--- src/rtl/muldiv_sequencer_if.sv ---
// Handshake bundle between the execute stage and muldiv_sequencer.
//   master : pipeline side; drives start/op/operands, flush and the MTHI/MTLO writes
//   slave  : sequencer side; returns busy, done, div_zero and the HI/LO registers
interface muldiv_sequencer_if #(
  parameter int unsigned WIDTH = 32
) ();
  logic             i_start;
  logic [1:0]       i_op;
  logic [WIDTH-1:0] i_op1;
  logic [WIDTH-1:0] i_op2;
  logic             i_flush;
  logic             i_hi_we;
  logic             i_lo_we;
  logic [WIDTH-1:0] i_wdata;
  logic             o_busy;
  logic             o_done;
  logic             o_div_zero;
  logic [WIDTH-1:0] o_hi;
  logic [WIDTH-1:0] o_lo;

  modport master (
    output i_start, i_op, i_op1, i_op2, i_flush, i_hi_we, i_lo_we, i_wdata,
    input  o_busy, o_done, o_div_zero, o_hi, o_lo
  );

  modport slave (
    input  i_start, i_op, i_op1, i_op2, i_flush, i_hi_we, i_lo_we, i_wdata,
    output o_busy, o_done, o_div_zero, o_hi, o_lo
  );
endinterface

--- src/rtl/muldiv_sequencer.sv ---
// Multi-cycle MULT/MULTU/DIV/DIVU sequencer owning the HI/LO registers.
// One radix-2 shift-add (multiply) or restoring-divide step per clock; WIDTH steps, then a
// fix-up cycle applies signs and writes HI/LO. Also services MTHI/MTLO while idle.
//   i_clk   : clock, rising edge
//   i_rst_n : asynchronous active-low reset
//   bus     : slave side of muldiv_sequencer_if (start/op/operands/flush/MT writes in,
//             busy/done/div_zero/hi/lo out)
module muldiv_sequencer #(
  parameter int unsigned WIDTH = 32
) (
  input logic               i_clk,
  input logic               i_rst_n,
  muldiv_sequencer_if.slave bus
);
  localparam int unsigned CntW = $clog2(WIDTH);

  typedef enum logic [1:0] {StIdle, StCalc, StFix} state_e;

  state_e             state_q, state_d;
  logic [CntW-1:0]    cnt_q, cnt_d;
  logic [WIDTH-1:0]   mcand_q, mcand_d;    // multiplicand, or divisor for divides
  logic [WIDTH-1:0]   acc_hi_q, acc_hi_d;  // partial product high / partial remainder
  logic [WIDTH-1:0]   acc_lo_q, acc_lo_d;  // multiplier bits / dividend bits -> quotient
  logic [WIDTH-1:0]   op1_q, op1_d;        // raw rs, returned as HI on divide by zero
  logic               is_div_q, is_div_d;
  logic               neg_res_q, neg_res_d;
  logic               neg_rem_q, neg_rem_d;
  logic [WIDTH-1:0]   hi_q, hi_d, lo_q, lo_d;
  logic               done_q, done_d, dz_q, dz_d;

  // Operand capture: signed ops work on magnitudes; -2^(W-1) maps to itself, read unsigned.
  logic             op_signed, s1, s2;
  logic [WIDTH-1:0] mag1, mag2;
  assign op_signed = ~bus.i_op[0];
  assign s1        = op_signed & bus.i_op1[WIDTH-1];
  assign s2        = op_signed & bus.i_op2[WIDTH-1];
  assign mag1      = s1 ? -bus.i_op1 : bus.i_op1;
  assign mag2      = s2 ? -bus.i_op2 : bus.i_op2;

  // Iteration datapath.
  logic [WIDTH:0]     sum, shifted, trial;
  logic [2*WIDTH-1:0] prod_raw, prod_fix;
  assign sum      = {1'b0, acc_hi_q} + (acc_lo_q[0] ? {1'b0, mcand_q} : '0);
  assign shifted  = {acc_hi_q, acc_lo_q[WIDTH-1]};
  // Partial remainder stays below the divisor, so bit WIDTH is a valid borrow for nonzero divisors.
  assign trial    = shifted - {1'b0, mcand_q};
  assign prod_raw = {acc_hi_q, acc_lo_q};
  assign prod_fix = neg_res_q ? -prod_raw : prod_raw;

  always_comb begin
    state_d   = state_q;
    cnt_d     = cnt_q;
    mcand_d   = mcand_q;
    acc_hi_d  = acc_hi_q;
    acc_lo_d  = acc_lo_q;
    op1_d     = op1_q;
    is_div_d  = is_div_q;
    neg_res_d = neg_res_q;
    neg_rem_d = neg_rem_q;
    hi_d      = hi_q;
    lo_d      = lo_q;
    done_d    = 1'b0;
    dz_d      = 1'b0;

    unique case (state_q)
      StIdle: begin
        if (bus.i_hi_we) hi_d = bus.i_wdata;
        if (bus.i_lo_we) lo_d = bus.i_wdata;
        if (bus.i_start) begin
          state_d   = StCalc;
          cnt_d     = '0;
          is_div_d  = bus.i_op[1];
          mcand_d   = bus.i_op[1] ? mag2 : mag1;
          acc_lo_d  = bus.i_op[1] ? mag1 : mag2;
          acc_hi_d  = '0;
          op1_d     = bus.i_op1;
          neg_res_d = s1 ^ s2;
          neg_rem_d = s1;
        end
      end
      StCalc: begin
        if (is_div_q) begin
          acc_hi_d = trial[WIDTH] ? shifted[WIDTH-1:0] : trial[WIDTH-1:0];
          acc_lo_d = {acc_lo_q[WIDTH-2:0], ~trial[WIDTH]};
        end else begin
          {acc_hi_d, acc_lo_d} = {sum, acc_lo_q[WIDTH-1:1]};
        end
        if (cnt_q == CntW'(WIDTH - 1)) begin
          state_d = StFix;
          cnt_d   = '0;
        end else begin
          cnt_d = cnt_q + 1'b1;
        end
      end
      StFix: begin
        state_d = StIdle;
        done_d  = 1'b1;
        if (!is_div_q) begin
          hi_d = prod_fix[2*WIDTH-1:WIDTH];
          lo_d = prod_fix[WIDTH-1:0];
        end else if (mcand_q == '0) begin
          lo_d = '1;
          hi_d = op1_q;
          dz_d = 1'b1;
        end else begin
          lo_d = neg_res_q ? -acc_lo_q : acc_lo_q;
          hi_d = neg_rem_q ? -acc_hi_q : acc_hi_q;
        end
      end
      default: state_d = StIdle;
    endcase

    // Flush squashes any launch or in-flight op; only idle-state MT writes survive it.
    if (bus.i_flush) begin
      state_d = StIdle;
      cnt_d   = '0;
      done_d  = 1'b0;
      dz_d    = 1'b0;
      if (state_q != StIdle) begin
        hi_d = hi_q;
        lo_d = lo_q;
      end
    end
  end

  always_ff @(posedge i_clk or negedge i_rst_n) begin
    if (!i_rst_n) begin
      state_q   <= StIdle;
      cnt_q     <= '0;
      mcand_q   <= '0;
      acc_hi_q  <= '0;
      acc_lo_q  <= '0;
      op1_q     <= '0;
      is_div_q  <= 1'b0;
      neg_res_q <= 1'b0;
      neg_rem_q <= 1'b0;
      hi_q      <= '0;
      lo_q      <= '0;
      done_q    <= 1'b0;
      dz_q      <= 1'b0;
    end else begin
      state_q   <= state_d;
      cnt_q     <= cnt_d;
      mcand_q   <= mcand_d;
      acc_hi_q  <= acc_hi_d;
      acc_lo_q  <= acc_lo_d;
      op1_q     <= op1_d;
      is_div_q  <= is_div_d;
      neg_res_q <= neg_res_d;
      neg_rem_q <= neg_rem_d;
      hi_q      <= hi_d;
      lo_q      <= lo_d;
      done_q    <= done_d;
      dz_q      <= dz_d;
    end
  end

  assign bus.o_busy     = (state_q != StIdle);
  assign bus.o_done     = done_q;
  assign bus.o_div_zero = dz_q;
  assign bus.o_hi       = hi_q;
  assign bus.o_lo       = lo_q;
endmodule

--- src/flat_wrapper.sv ---
// flat-port wrapper written by rule: the top's interface ports become plain ports
module muldiv_sequencer_flat 
#(
  parameter int unsigned WIDTH = 32
)
  (i_clk, i_rst_n, bus_i_start, bus_i_op, bus_i_op1, bus_i_op2, bus_i_flush, bus_i_hi_we, bus_i_lo_we, bus_i_wdata, bus_o_busy, bus_o_done, bus_o_div_zero, bus_o_hi, bus_o_lo);
  muldiv_sequencer_if #(.WIDTH(WIDTH)) bus_i ();
  input logic i_clk;
  input logic i_rst_n;
  input wire logic [$bits(bus_i.i_start)-1:0] bus_i_start;
  input wire logic [$bits(bus_i.i_op)-1:0] bus_i_op;
  input wire logic [$bits(bus_i.i_op1)-1:0] bus_i_op1;
  input wire logic [$bits(bus_i.i_op2)-1:0] bus_i_op2;
  input wire logic [$bits(bus_i.i_flush)-1:0] bus_i_flush;
  input wire logic [$bits(bus_i.i_hi_we)-1:0] bus_i_hi_we;
  input wire logic [$bits(bus_i.i_lo_we)-1:0] bus_i_lo_we;
  input wire logic [$bits(bus_i.i_wdata)-1:0] bus_i_wdata;
  output wire logic [$bits(bus_i.o_busy)-1:0] bus_o_busy;
  output wire logic [$bits(bus_i.o_done)-1:0] bus_o_done;
  output wire logic [$bits(bus_i.o_div_zero)-1:0] bus_o_div_zero;
  output wire logic [$bits(bus_i.o_hi)-1:0] bus_o_hi;
  output wire logic [$bits(bus_i.o_lo)-1:0] bus_o_lo;
  assign bus_i.i_start = bus_i_start;
  assign bus_i.i_op = bus_i_op;
  assign bus_i.i_op1 = bus_i_op1;
  assign bus_i.i_op2 = bus_i_op2;
  assign bus_i.i_flush = bus_i_flush;
  assign bus_i.i_hi_we = bus_i_hi_we;
  assign bus_i.i_lo_we = bus_i_lo_we;
  assign bus_i.i_wdata = bus_i_wdata;
  assign bus_o_busy = bus_i.o_busy;
  assign bus_o_done = bus_i.o_done;
  assign bus_o_div_zero = bus_i.o_div_zero;
  assign bus_o_hi = bus_i.o_hi;
  assign bus_o_lo = bus_i.o_lo;
  muldiv_sequencer #(.WIDTH(WIDTH)) u_core (.i_clk(i_clk), .i_rst_n(i_rst_n), .bus(bus_i));
endmodule
--- config.mk ---
export PLATFORM = sky130hd
export DESIGN_NAME = muldiv_sequencer_flat
export DESIGN_NICKNAME = d
export VERILOG_FILES = /design/src/rtl/muldiv_sequencer_if.sv /design/src/rtl/muldiv_sequencer.sv /design/src/flat_wrapper.sv
export SDC_FILE = /design/constraint.sdc
export NUM_CORES = 1
export LEC_CHECK = 0
export ABC_AREA = 0
export CORE_MARGIN = 3
export CORE_UTILIZATION = 30
export CTS_BUF_LIST = sky130_fd_sc_hd__clkbuf_4 sky130_fd_sc_hd__clkbuf_8 sky130_fd_sc_hd__clkbuf_16
export CTS_CLUSTER_DIAMETER = 200
export CTS_CLUSTER_SIZE = 10
export DETAILED_ROUTE_END_ITERATION = 6
export PLACE_DENSITY_LB_ADDON = 0.08
export RECOVER_POWER = 50
export SETUP_SLACK_MARGIN = 0.3
export SLEW_MARGIN = 20
export SYNTH_ARGS = -nofsm -noshare
export SYNTH_HDL_FRONTEND = slang
export SYNTH_SLANG_ARGS = --single-unit
--- constraint.sdc ---
create_clock -name i_clk -period 3.83 [get_ports i_clk]
set_input_delay 0.766 -clock i_clk [delete_from_list [all_inputs] [get_ports i_clk]]
set_output_delay 0.766 -clock i_clk [all_outputs]
set_load 0.01 [all_outputs]
# Word-level counts from Yosys, hierarchy flattened
# Index checks and enable logic that the tools add are counted.
word_totals:
  regBits: 204
  in_bits: 104
  wordCells: 83
op_classes:
  addsub: 8
  eq_ne: 7
  n_mux: 41
  bitwise_logic: 5
  n_reduce_logical: 9
ops:
  columns: ["operator", "n"]
  rows:
  - ["32-bit two-way mux", 22]
  - ["32-bit case mux with 2 select lines", 4]
  - ["32-bit negation", 4]
  - ["64-bit two-way mux", 1]
  - ["64-bit negation", 1]
  - ["32-bit by 33-bit adder with 33-bit output", 1]
  - ["33-bit by 32-bit subtractor with 33-bit output", 1]
  - ["32-bit logical NOT", 1]
  - ["5-bit two-way mux", 3]
  - ["5-bit case mux with 2 select lines", 1]
  - ["2-bit AND reduction", 4]
  - ["1-bit two-way mux", 6]
  - ["2-bit two-way mux", 3]
  - ["5-bit by 1-bit adder with 5-bit output (second input constant)", 1]
  - ["5-bit equality test (second input constant)", 1]
  - ["2-bit != test (second input constant)", 2]
  - ["2-bit case mux with 2 select lines", 1]
  - ["2-bit nonzero test", 2]
  - ["3-bit by 2-bit != test with 1-bit output (second input constant)", 1]
  - ["3-bit != test (second input constant)", 1]
  - ["3-bit nonzero test", 1]
  - ["1-bit bitwise AND", 2]
  - ["2-bit by 1-bit equality test with 1-bit output (second input constant)", 1]
  - ["2-bit equality test (second input constant)", 1]
  - ["3 further kinds", 4]

# Depth between registers and ports, before layout
# Gate-level depths: netlist (run 1).
depth:
  ltp_word: 7
  mapped_depth: 15
  depth_no_buf: 14

# Least setup slack after synthesis (run 1)
# OpenSTA, ideal clock, no wires.
synth_timing:
  path_kind: "reg-to-reg"
  from: "register u_core.acc_lo_q[31]"
  to: "register u_core.acc_hi_q[8]"
  setup_time_ns: 0.135
  arrival_ns: 3.239
  t_required_ns: 3.695
  path_slack_ns: 0.456
  stages_incl_launch_ff: 15
  path_buffers: 2
  path_cell_list: "dfrtp_1 inv_1 ha_1 fa_1 nor2b_1 o31a_1 o311a_1 o211ai_1 a31oi_1 nor3b_1 a311oi_2 buf_2 buf_2 mux2i_1 o21ai_0"
synth_via:
  elab_chain_cells: 4
synth_lines:
  columns: ["item", "line", "text"]
  rows:
  - ["start: declaration", "muldiv_sequencer.sv:23", "logic [WIDTH-1:0] acc_lo_q, acc_lo_d;"]
  - ["start signal: assignment", "muldiv_sequencer.sv:146", "acc_lo_q <= acc_lo_d;"]
  - ["33-bit by 32-bit subtractor with 33-bit output", "muldiv_sequencer.sv:46", "assign trial = shifted - {1'b0, mcand_q};"]
  - ["32-bit two-way mux", "muldiv_sequencer.sv:83", "acc_hi_d = trial[WIDTH] ? shifted[WIDTH-1:0] : trial[WIDTH-1:0];"]
  - ["32-bit two-way mux", "muldiv_sequencer.sv:82", "if (is_div_q) begin"]
  - ["32-bit case mux with 2 select lines", "muldiv_sequencer.sv:65", "unique case (state_q)"]
  - ["end signal: assignment", "muldiv_sequencer.sv:145", "acc_hi_q <= acc_hi_d;"]
  - ["end: declaration", "muldiv_sequencer.sv:22", "logic [WIDTH-1:0] acc_hi_q, acc_hi_d;"]
# Every way passes these cells.
# A chain may end at the register's enable or synchronous reset.

# Final worst setup path (run 1)
layout_timing:
  from: "register u_core.acc_hi_q[7]"
  to: "register u_core.acc_hi_q[3]"
layout_via:
  elab_chain_cells: 4
layout_lines:
  columns: ["item", "line"]
  rows:
  - ["33-bit by 32-bit subtractor with 33-bit output", "muldiv_sequencer.sv:46"]
  - ["32-bit two-way mux", "muldiv_sequencer.sv:83"]
  - ["32-bit two-way mux", "muldiv_sequencer.sv:82"]
  - ["32-bit case mux with 2 select lines", "muldiv_sequencer.sv:65"]
# Every way passes these cells.

==> results.json, run 1 <==
{
  "tightest_slew_ns": 2.20,
  "synth_fa_ha_area_frac": 0.0543,
  "start_util": 0.305,
  "min_period_over_period": 0.913,
  "timing.critical_path.from": "u_core.acc_hi_q[7]",
  "drv_slew": 305,
  "synth_top_area_cell": "dfrtp_1",
  "cp_slowest_stage_delay_ns": 0.44,
  "finalWirelength_um": 74600,
  "cap_violations": 5,
  "synthesis.nets": 2379,
  "max_freq_mhz": 286,
  "ys.flop_type": "dfrtp_1",
  "cts_buffers": 24,
  "ant_nets": 0,
  "synth_common_cells": "nand2_1, nor2_1, a21oi_1, dfrtp_1, o21ai_0",
  "drc": 0,
  "cts_tree": "yes",
  "syn2layout_area_growth_pct": 27.1,
  "finalSetupViolations": 0,
  "avgSynthCellArea_um2": 7.65,
  "die_w_um": 243,
  "synthXorXnorAreaFrac": 0.100,
  "nNetsFinal": 2621,
  "grt_overflow_total": 0,
  "place_congestion": 0.930,
  "grt_pass1_wl_um": 110000,
  "path_class": "reg -> reg",
  "synth_async_sr_flop_share": 1.00,
  "rrSetupSlack_ns": 0.33,
  "p_leak_nw": 9.07,
  "cpMostUsedCell": "buf_4",
  "route.detailed.wl_per_inst_um": 23.3,
  "synth_compound_area_frac": 0.266,
  "syn_area_mm2": 0.0169,
  "cp_data_arrival_time_ns": 3.91,
  "period_minus_slack_ns": 3.50,
  "outcome": "complete, but fails checks",
  "rows": 86,
  "crit_fanout": 8,
  "p_per_area_mw_per_mm2": 633,
  "syn-instance-count": 2203,
  "viasPerCell": 5.44,
  "clk_pin_slew_worst_paths_ns": 0.07,
  "r2r_start": "u_core.acc_hi_q[7]",
  "rsz0062_at_grt": "true",
  "port_buffers": 170,
  "synth_top_area_share": 0.303,
  "synth_warnings": 0,
  "ys_ff_latch": 204,
  "synth-simple-area-share": 0.196,
  "fp.dieH_um": 243,
  "fin_skew_ns": 0.0404,
  "die_area_mm2": 0.0591,
  "clockBufferDepth": 3,
  "antenna_found_initial": 2,
  "clock-sinks": 204,
  "peakVddDrop_mv": 0.319,
  "synth_edf_count": 0,
  "grt_max_degree": 98,
  "synth_top_family_by_area": "compound AO/OA/AOI/OAI gates",
  "cp-start-kind": "flip-flop",
  "violations": "capacitance limit, slew limit",
  "final_cells": 3195,
  "clk_latency_ns": 0.56,
  "placed_area_mm2": 0.0204,
  "n_antenna_cell": 0,
  "relSlewSlack": -0.467,
  "synth-seq-area-share": 0.303,
  "numPlacedInstances": 3147,
  "drive_gt1_frac": 0.130,
  "grt_use_total": 0.245,
  "vias": 17400,
  "grt_pass1_vias": 16500,
  "end_kind": "flip-flop",
  "pin_count": 171,
  "hold_violations": 0,
  "hpwl_um": 58800,
  "fin_tns_setup_ns": 0,
  "hold_class": "in -> async",
  "muxShareOfSynthArea": 0.0277,
  "htree_levels": 1,
  "drtPass1Iterations": 5,
  "crit_slowest_cell": "dfrtp_1",
  "cts-root-buf": "clkbuf_16",
  "drtIter0Drc": 1690,
  "synth_area_leaders": "dfrtp_1, nand2_1, a21oi_1",
  "synth_cell_types": 76,
  "path_cells": "ha_1, nand3_1, o211ai_1, a211o_1, o211ai_1, buf_4, a31oi_4, nor3b_2, buf_4, a311oi_4, buf_12, buf_4, mux2_4, a21oi_2, nor2_1",
  "synth_most_common_cell": "nand2_1",
  "crit_required_ns": 4.24,
  "final_cell_area_mm2": 0.0214,
  "core_mm2": 0.0553
}
-- state kept, by name (all words and copies together) (netlist names), 2 cells and up --
signal,flops
u_core.bus.o_hi,32
u_core.acc_lo_q,32
u_core.op1_q,32
u_core.mcand_q,32
u_core.state_q,2
u_core.cnt_q,5
u_core.bus.o_lo,32
u_core.acc_hi_q,32
-- routing by layer --
layer / global-route usage / up-vias / wire (um)
met5: 0 / - / 0
met4: 0.0485 / 0 / 1710
met3: 0.0296 / 64 / 4450
met2: 0.388 / 599 / 33400
met1: 0.358 / 8386 / 35000
li1: - / 8324 / -
-- layout make-up --
type,instances,area (um^2)
timing repair buffer,373,3320
inverter,68,259
tap,748,936
clock buffer,27,641
clock inverter,1,8.76
fill,5807,33900
multi-input combinational,1774,11200
sequential,204,5110
-- cell families after synthesis --
group                    after synthesis
multiplexers                          46
XOR/XNOR                             193
buffers and inverters                226
adder cells (fa/ha/maj)               72
flip-flops                           204
AO/OA/AOI/OAI                        729
AND/OR/NAND/NOR                      733
-- final timing paths --
path | endpoint | cells after the start
hold reg to reg | u_core.bus.o_lo[0] | 1
hold / removal | u_core.acc_hi_q[17] | 1
setup reg to reg | u_core.acc_hi_q[3] | 15
max in group asynchronous | u_core.state_q[1] | 2
setup / recovery | u_core.acc_hi_q[3] | 15
min in group i_clk | u_core.bus.o_lo[0] | 1
-- worst max-delay path, delay by kind of cell (launching register included) --
kind / cells / cell delay, ns
AOI/OAI and AO/OA: 6 / 1.31
adders and majority gates: 1 / 0.41
buffers and inverters: 4 / 0.66
DFF: 1 / 0.44
muxes: 1 / 0.30
and+or+nand+nor: 3 / 0.23
-- placed cells by master, fill, tap and decap left out, drive strengths merged, types with 12 or more instances in the layout --
cell type      count
o21ai            204
nor3              26
dfrtp            204
nor4              19
a31oi             26
clkdlybuf4s50    162
or4               18
and3              16
o211ai            33
nand3             23
inv               66
a21o              26
a21oi            204
nand2            305
a22oi             18
a211oi            64
nor2             209
or2               21
buf              201
mux2i             41
o41ai             12
o31ai             40
nor2b             22
clkbuf            31
nand2b            26
o22ai             34
ha                70
xor2              83
or3               22
xnor2            110
-- through the flow --
step | setup WS [ns] | utilization | hold slack, ns | power [W]
after floorplan | 0.456 | - | 0.440 | 0.00771
after global placement | -0.0982 | 0.369 | 0.461 | 0.0108
after detailed placement | -0.123 | 0.369 | 0.467 | 0.0108
after CTS | 0.276 | 0.382 | 0.144 | 0.0130
after global routing | 0.121 | 0.388 | 0.143 | 0.0145
final | 0.331 | 0.388 | 0.115 | 0.0136
-- power by group --
part           leakage, nW  total, W  internal (W)  switching (W)
Sequential            2.48   0.00308       0.00258       0.000507
Combinational         6.26   0.00837       0.00360        0.00477
Clock                0.321   0.00212       0.00116       0.000950
Total                 9.07    0.0136       0.00734        0.00623
-- timing repair --
| action | 4_1_cts | 5_1_grt |
|---|---|---|
| hold buffers | 0 | 0 |
| endpoints found under the setup margin | 46 | 50 |
| pin swaps | 1 | 11 |
| setup buffers | 2 | 17 |
| cloned | 0 | 1 |
| resized for setup | 11 | 57 |
No activity file was read; power rests on OpenSTA's default activity.
==> inputs of run 2 (changes only) <==
clock period = 3.15 ns   (was 3.83 ns; I/O delays follow)
==> run 2 against run 1 <==
Against the previous run: the flow finishes with violations (capacitance limit, slew limit, setup timing); worst hold slack better by 0.30 ns; utilization grew 6.6 points; maximum frequency rose by 3.4%; final cell count up 8.6%; design area up 17%; clock skew up 0.0022 ns; count of clock-buffer cells in the layout rose by 2; register-to-register slack got worse by 0.57 ns; power is 43% higher; global-route usage grew 1.5 points; critical path depth did not move; flip-flop and latch count is the same; largest cell class unchanged.
==> results.json, run 2 (synthesized netlist as in run 1, its figures left out) <==
{
  "nNetsFinal": 2892,
  "core_mm2": 0.0553,
  "htree_levels": 1,
  "clock-sinks": 204,
  "vias": 18600,
  "route.detailed.wl_per_inst_um": 22.8,
  "clk_latency_ns": 0.57,
  "ctsHoldBuffers": 0,
  "numPlacedInstances": 3386,
  "antenna_found_initial": 2,
  "grt_pass1_vias": 18100,
  "viasPerCell": 5.35,
  "filler_cell_count": 5603,
  "hold_class": "in -> reg",
  "drv_slew": 76,
  "path_cells": "inv_1, ha_1, and4_1, nand2_1, nor2_1, o211ai_1, buf_4, a31oi_4, nor3b_4, a311oi_4, buf_12, buf_12, mux2i_1, nor2_1, a221o_1",
  "clk_pin_slew_worst_paths_ns": 0.06,
  "cts_buffers": 24,
  "relSlewSlack": -0.463,
  "grt_overflow_total": 0,
  "cap_violations": 1,
  "hpwl_um": 62100,
  "rsz0062_at_grt": "true",
  "grt_use_total": 0.260,
  "p_leak_nw": 11.0,
  "cp_slowest_stage_delay_ns": 0.44,
  "p_comb_frac": 0.676,
  "period_minus_slack_ns": 3.38,
  "start_util": 0.305,
  "fp.dieH_um": 243,
  "end_kind": "flip-flop",
  "hold_violations": 0,
  "path_class": "reg -> reg",
  "pwr-share-seq": 0.189,
  "crit_required_ns": 3.59,
  "cts_tree": "yes",
  "layout_common_cells": "buf_4, nand2_1, dfrtp_1, nor2_1, a21oi_1",
  "p_per_area_mw_per_mm2": 771,
  "die_w_um": 243,
  "drc": 0,
  "path_delay_family": "compound AO/OA/AOI/OAI gates",
  "syn2layout_area_growth_pct": 48.9,
  "drtPass1Iterations": 5,
  "rows": 86,
  "post-route-util": 0.454,
  "peakVddDrop_mv": 0.388,
  "cp_data_arrival_time_ns": 3.82,
  "max_freq_mhz": 295,
  "ant_nets": 0,
  "die_area_mm2": 0.0591,
  "crit_slowest_cell": "dfrtp_1",
  "multiInputGateArea_mm2": 0.0125,
  "port_buffers": 170,
  "switching_share": 0.450,
  "cp-start-kind": "flip-flop",
  "fin_tns_setup_ns": -4.62,
  "path_buf_inv": 4,
  "setup_ws_ns": -0.234,
  "crit_fanout": 7,
  "final_common_cell": "buf_4",
  "violations": "capacitance limit, slew limit, setup timing",
  "final_cells": 3469,
  "min_period_over_period": 1.07,
  "pin_count": 171,
  "drtIter0Drc": 1358,
  "finalWirelength_um": 79100,
  "fin_skew_ns": 0.0426,
  "clockBufferDepth": 3,
  "cts-root-buf": "clkbuf_16",
  "outcome": "complete, but fails checks",
  "place_congestion": 0.909,
  "p_int_w": 0.0107,
  "drive_gt1_frac": 0.289,
  "clkPwrFrac": 0.135,
  "power_switching_w": 0.00870,
  "regArea_mm2": 0.00512,
  "tightest_slew_ns": 2.19,
  "grt_pass1_wl_um": 117000,
  "grt_max_degree": 76,
  "finalSetupViolations": 39
}
## run 2: changes by cell type in the layout (fill, tap and decap cells not counted), sizes merged
cell / change
buf: +267
dlymetal6s2s: +19
clkdlybuf4s50: -18
clkbuf: +10
dlygate4sd3: -6
dlygate4sd2: +2
diode: +1
or2: -1
## run 2: routing by layer
layer	vias up	wire length (um)	share of wire	global-route usage
met5	-	27	0.00034	0
met4	4	2150	0.027	0.0677
met3	101	4970	0.063	0.0493
met2	532	35700	0.45	0.410
met1	9056	36200	0.46	0.364
li1	8874	-	-	-
## run 2: what timing repair did
item                       4_1_cts  5_1_grt
setup endpoints to repair      108      125
cloned                           1        1
pin swaps                      109      107
gates resized for setup        225      152
buffers inserted                26       24
## run 2: worst paths after layout
check / slack, ns / cells past startpoint / from / to
max: -0.23 / 15 / u_core.mcand_q[14] / u_core.acc_hi_q[13]
min: 0.41 / 4 / bus_i_op1[2] / u_core.op1_q[2]
max reg2reg: -0.23 / 15 / u_core.mcand_q[14] / u_core.acc_hi_q[13]
min reg2reg: 0.48 / 2 / u_core.bus.o_lo[4] / u_core.bus.o_lo[4]
max in group asynchronous: 0.39 / 2 / i_rst_n / u_core.neg_res_q
min in group asynchronous: 0.69 / 1 / i_rst_n / u_core.bus.o_lo[7]
## run 2: worst min-delay path, delay by kind of cell
family	cells	cell delay (ns)
buffers and inverters	2	0.20
AND/OR/NAND/NOR	2	0.11
## run 2: final cells by class
cell class,instances,area share
Tap cell,748,0.0373
Clock inverter,1,0.000349
Timing Repair Buffer,645,0.225
Antenna cell,1,0.0000997
Clock buffer,29,0.0261
Inverter,68,0.0105
Multi-Input combinational cell,1773,0.497
Sequential cell,204,0.204
## run 2: stage by stage
step	hold WS, ns	total power [W]	cell area, um^2	worst slack, ns
3_5_place_dp	0.460	0.0144	22500	-0.509
3_3_place_gp	0.456	0.0144	22500	-0.457
4_1_cts	0.144	0.0185	24300	-0.273
5_1_grt	0.419	0.0205	25100	-0.362
6_report	0.413	0.0194	25100	-0.234
2_1_floorplan	0.334	0.00963	17200	-0.0650
## run 2: power groups by stage
stage | combinational (W) | sequential (W) | clock, W
global route | 0.0141 | 0.00371 | 0.00277
finish | 0.0131 | 0.00365 | 0.00262
detailed placement | 0.0108 | 0.00367 | 0
CTS | 0.0122 | 0.00363 | 0.00269
global placement | 0.0108 | 0.00367 | 0
floorplan | 0.00597 | 0.00366 | 0
